===== src/rtl/nibble_seq_pkg.sv =====
// Shared definitions for the nibble-serial add/subtract sequencer and its datapath.
package nibble_seq_pkg;

    typedef enum logic [1:0] {
        IDLE = 2'd0,
        RUN  = 2'd1,
        DONE = 2'd2
    } state_t;

    localparam int NIBBLE_W = 4;

    // A single-nibble operand still needs a one-bit index register.
    function automatic int idx_width(input int nib);
        return (nib > 1) ? $clog2(nib) : 1;
    endfunction

endpackage


===== src/rtl/full_adder.sv =====
// Nibble-wide ripple-carry adder used as the sequencer's only arithmetic element.
module full_adder
    import nibble_seq_pkg::*;
(
    input  logic [NIBBLE_W-1:0] x,
    input  logic [NIBBLE_W-1:0] y,
    input  logic                cin,
    output logic [NIBBLE_W-1:0] z,
    output logic                cout
);

    logic carry;

    always_comb begin
        z     = '0;
        carry = cin;
        for (int i = 0; i < NIBBLE_W; i++) begin
            z[i]  = x[i] ^ y[i] ^ carry;
            carry = (x[i] & y[i]) | (carry & (x[i] ^ y[i]));
        end
        cout = carry;
    end

endmodule


===== src/rtl/nibble_add_sequencer.sv =====
// Multi-precision add/subtract controller: one nibble per clock, LSB nibble first,
// with a registered carry between nibbles and valid/ready handshakes on both sides.
module nibble_add_sequencer
    import nibble_seq_pkg::*;
#(
    parameter int WIDTH = 16
) (
    input  logic             clk,
    input  logic             rst_n,
    input  logic             start_valid,
    output logic             start_ready,
    input  logic [WIDTH-1:0] a,
    input  logic [WIDTH-1:0] b,
    input  logic             cin,
    input  logic             sub,
    output logic             result_valid,
    input  logic             result_ready,
    output logic [WIDTH-1:0] sum,
    output logic             cout,
    output logic             overflow
);

    localparam int NIB  = WIDTH / NIBBLE_W;
    localparam int IDXW = idx_width(NIB);
    localparam logic [IDXW-1:0] LAST = IDXW'(NIB - 1);

    state_t              state, state_next;
    logic [WIDTH-1:0]    a_reg, b_reg, sum_reg;
    logic                carry;
    logic [IDXW-1:0]     k;
    logic [NIBBLE_W-1:0] nib_a, nib_b, nib_z;
    logic                nib_cout;

    always_ff @(posedge clk or negedge rst_n) begin
        if (!rst_n) state <= IDLE;
        else        state <= state_next;
    end

    always_comb begin
        state_next = state;
        case (state)
            IDLE:    if (start_valid)  state_next = RUN;
            RUN:     if (k == LAST)    state_next = DONE;
            DONE:    if (result_ready) state_next = IDLE;
            default:                   state_next = IDLE;
        endcase
    end

    // Select the current nibble of each operand; b_reg already holds the inverted
    // operand for subtraction so the adder never needs to know the operation.
    always_comb begin
        nib_a = '0;
        nib_b = '0;
        for (int i = 0; i < NIB; i++) begin
            if (k == IDXW'(i)) begin
                nib_a = a_reg[i*NIBBLE_W +: NIBBLE_W];
                nib_b = b_reg[i*NIBBLE_W +: NIBBLE_W];
            end
        end
    end

    full_adder u_adder (
        .x    (nib_a),
        .y    (nib_b),
        .cin  (carry),
        .z    (nib_z),
        .cout (nib_cout)
    );

    always_ff @(posedge clk or negedge rst_n) begin
        if (!rst_n) begin
            a_reg   <= '0;
            b_reg   <= '0;
            sum_reg <= '0;
            carry   <= 1'b0;
            k       <= '0;
        end else begin
            case (state)
                IDLE: begin
                    if (start_valid) begin
                        a_reg   <= a;
                        b_reg   <= sub ? ~b : b;
                        carry   <= sub ? 1'b1 : cin;
                        sum_reg <= '0;
                        k       <= '0;
                    end
                end
                RUN: begin
                    for (int i = 0; i < NIB; i++) begin
                        if (k == IDXW'(i)) sum_reg[i*NIBBLE_W +: NIBBLE_W] <= nib_z;
                    end
                    carry <= nib_cout;
                    if (k != LAST) k <= k + 1'b1;
                end
                default: ;
            endcase
        end
    end

    assign start_ready  = (state == IDLE);
    assign result_valid = (state == DONE);
    assign sum          = sum_reg;
    assign cout         = carry;
    assign overflow     = (a_reg[WIDTH-1] == b_reg[WIDTH-1]) && (sum_reg[WIDTH-1] != a_reg[WIDTH-1]);

endmodule

===== config.mk =====
export PLATFORM = sky130hd
export DESIGN_NAME = nibble_add_sequencer
export DESIGN_NICKNAME = d
export VERILOG_FILES = /design/src/rtl/nibble_seq_pkg.sv /design/src/rtl/full_adder.sv /design/src/rtl/nibble_add_sequencer.sv
export SDC_FILE = /design/constraint.sdc
export NUM_CORES = 1
export LEC_CHECK = 0
export CAP_MARGIN = 10
export CORE_UTILIZATION = 50
export CTS_CLUSTER_SIZE = 16
export DETAILED_ROUTE_END_ITERATION = 7
export GPL_ROUTABILITY_DRIVEN = 0
export PLACE_DENSITY_LB_ADDON = 0.25
export SYNTH_ARGS = -nofsm -noshare
export SYNTH_HDL_FRONTEND = slang
export SYNTH_SLANG_ARGS = --single-unit

===== constraint.sdc =====
create_clock -name clk -period 4.33 [get_ports clk]
set_clock_uncertainty 0.2 [all_clocks]
set_input_delay 0.6495 -clock clk [delete_from_list [all_inputs] [get_ports clk]]
set_output_delay 0.6495 -clock clk [all_outputs]
set_load 0.02 [all_outputs]

==> results.md <==
* Run status: finished, final reports clean
* Most instantiated library cell after synthesis: dfrtp_1
* CP max stage cell: fa_1
* H-tree levels at 2
* WP data arrival at 3.83 ns
* Root Driver: clkbuf_8
* CP required at 4.33 ns
* Die Span Y at 76.0 um
* Synth Net Count at 296
* Post-CTS Setup Repair Bufs at 0
* Die Width at 76.0 um
* Detailed Place HPWL at 3.97 mm
* Clock Pin Slew Worst Setup and Hold Paths at 0.09 ns
* CP peak stage delay at 0.50 ns
* Antenna diode count at 0
* DRC viols at 0
* First-pass GRT wire length at 9.76 mm
* GRT Residual Overflow at 0
* #FFs+latches synth at 53
* Non-filler cells, final at 373
* Worst path top cell family by delay: adder cells
* Placed Instances at 365
* Commonest register cell after synthesis: dfrtp_1
* Crit path depth at 13
* Top cells by area, synth: dfrtp_1 48%, a22o_1 12%, mux2_2 6.6%
* Routed Antenna Nets at 0
* Initial Utilization at 52.9%
* Crit path kind: flop to flop
* Largest area contributor in the netlist: dfrtp_1
* Reg2Reg Depth at 13
* Drt pass-1 iters at 4
* Slew Viols, Final at 0
* CTS sink cnt at 53
* Gate Count Post-Synth at 250
* Final #Nets at 348
* Starting DRT DRC Count at 134
* Fin crit period at 3.83 ns
* CP bufs+invs at 4
* CTS tree: done
* Initial antenna violation count at 0
* Ys Warns at 0
* Area Overhead vs Synth at 25.3%
* Die Area at 0.00577 mm2
* Routed WL at 5.61 mm
* Syn Area/Cell at 10.9 um2
* FMAX at 0.261 GHz
* Mapped Area at 0.00274 mm2
* Max-Cap Viols at 0
* I/O pin count at 58
* Vias in the first global route at 1979
* Core area at 0.00517 mm2
* Endpoints failing hold at 0
* Commonest cells in the netlist: 53 x dfrtp_1, 38 x a22o_1, 22 x a21oi_1
* Number of synthesized flops with an enable pin at 0
* Period Utilization, post-route at 88.4%
* Hold-fix buffers, CTS at 0
* Max_slew headroom at 41.3%
* Most used cell, CP: fa_1
* Largest net degree at the start of global routing at 54
* Sequential fraction of the synthesis area at 48.5%
* Unrepaired setup endpoints after global routing: no
* Layout fillers at 438
* Maximum vdd drop at 0.000364 V
* Vias at 2039
* Hold WC Path Type: input pin to async pin
* Tightest Pin Transition at 0.881 ns
* Vias per inst at 5.47
* Reg2reg setup slack at 0.50 ns
* Drt wl/cell at 15.0 um
* Leak Pwr at 1.46 nW
* Share of cells above drive strength 1 at 10.9%
* # setup viols final at 0
* Worst skew pair latency at 0.31 ns
* Critical path cell sequence: inv_1, ha_1, clkinv_1, o21a_1, a22o_1, fa_1, inv_1, fa_1, inv_1, fa_1, fa_1, a22o_1, a22o_1
* Crit start category: flop
* Setup Total Neg Slack at 0 ns
* Cts repair resizes at 0
* CP endpoint kind: flop
* Ys async rst share at 100%
* Synth cell types at 29
* Crit path max fanout at 13
* Num CTS Buffers at 5
* Cell area power density at 814 mW/mm2
* Post-synth top area share at 48.5%
* Row Count at 26
* Overall Global Routing Usage at 21.4%
* Clock tree buffer depth at 2
* Port buffer count at 57
kinds of logic after synthesis:
kind of cell | Yosys count | synth area share [%]
DFF | 53 | 48.5
xor gates and xnor gates | 16 | 5.12
buffers and inverters | 29 | 5.12
AOI/OAI and AO/OA | 83 | 22.1
adders and majority gates | 8 | 4.76
and+or+nand+nor | 45 | 7.82
muxes | 16 | 6.59
area by class of cell:
type	instances	area (um2)	share of cell area, %
Multi-Input combinational cell	168	1270	37.0
Inverter	13	48.8	1.42
Sequential cell	53	1330	38.7
Timing Repair Buffer	61	596	17.4
Tap cell	70	87.6	2.55
Clock inverter	1	5.00	0.146
Clock buffer	7	96.3	2.81
layer usage:
metal	share of wire, %	track usage, %	up-vias
met2	49	34.7	55
met1	46	29.0	988
met3	3.6	2.89	7
met4	1.4	9.04	0
li1	-	-	989
met5	0	0	-
through the flow:
stage | instance area [um2] | utilization [%] | total power [mW] | setup WS, ns | hold slack (ns)
floorplan | 2740 | - | 2.05 | 0.880 | 0.154
global placement | 3330 | 64.3 | 2.46 | 0.662 | 0.309
detailed placement | 3330 | 64.3 | 2.49 | 0.556 | 0.309
CTS | 3430 | 66.3 | 2.80 | 0.518 | 0.278
global route | 3430 | 66.3 | 3.03 | 0.327 | 0.322
finish | 3430 | 66.3 | 2.79 | 0.503 | 0.243
power by group:
part | internal, mW | switching (mW) | total [mW]
registers | 0.720 | 0.200 | 0.920
logic | 0.767 | 0.798 | 1.56
clock network | 0.145 | 0.160 | 0.305
total | 1.63 | 1.16 | 2.79
layout by cell type, fill, tap and decap left out, drive strengths merged, types with 4 or more instances in the layout:
| cell | netlist | routed |
|---|---|---|
| dfrtp | 53 | 53 |
| a21oi | 22 | 22 |
| buf | 11 | 5 |
| clkdlybuf4s50 | 0 | 56 |
| inv | 12 | 12 |
| nor2 | 19 | 19 |
| nand2 | 14 | 14 |
| nor2b | 6 | 6 |
| xnor2 | 13 | 13 |
| o21ai | 12 | 12 |
| fa | 4 | 4 |
| ha | 4 | 4 |
| a22o | 38 | 38 |
| clkbuf | 5 | 7 |
| mux2 | 16 | 16 |
path summary, 6_finish.rpt:
kind	startpoint	endpoint
min in group clk	a_reg[2]	a_reg[2]
worst max register to register	k[0]	sum[11]
worst max-delay path	k[0]	sum[11]
max in group asynchronous	rst_n	a_reg[15]
worst min-delay path	rst_n	a_reg[12]
worst min register to register	a_reg[2]	a_reg[2]
No activity file was read; power rests on OpenSTA's default activity.
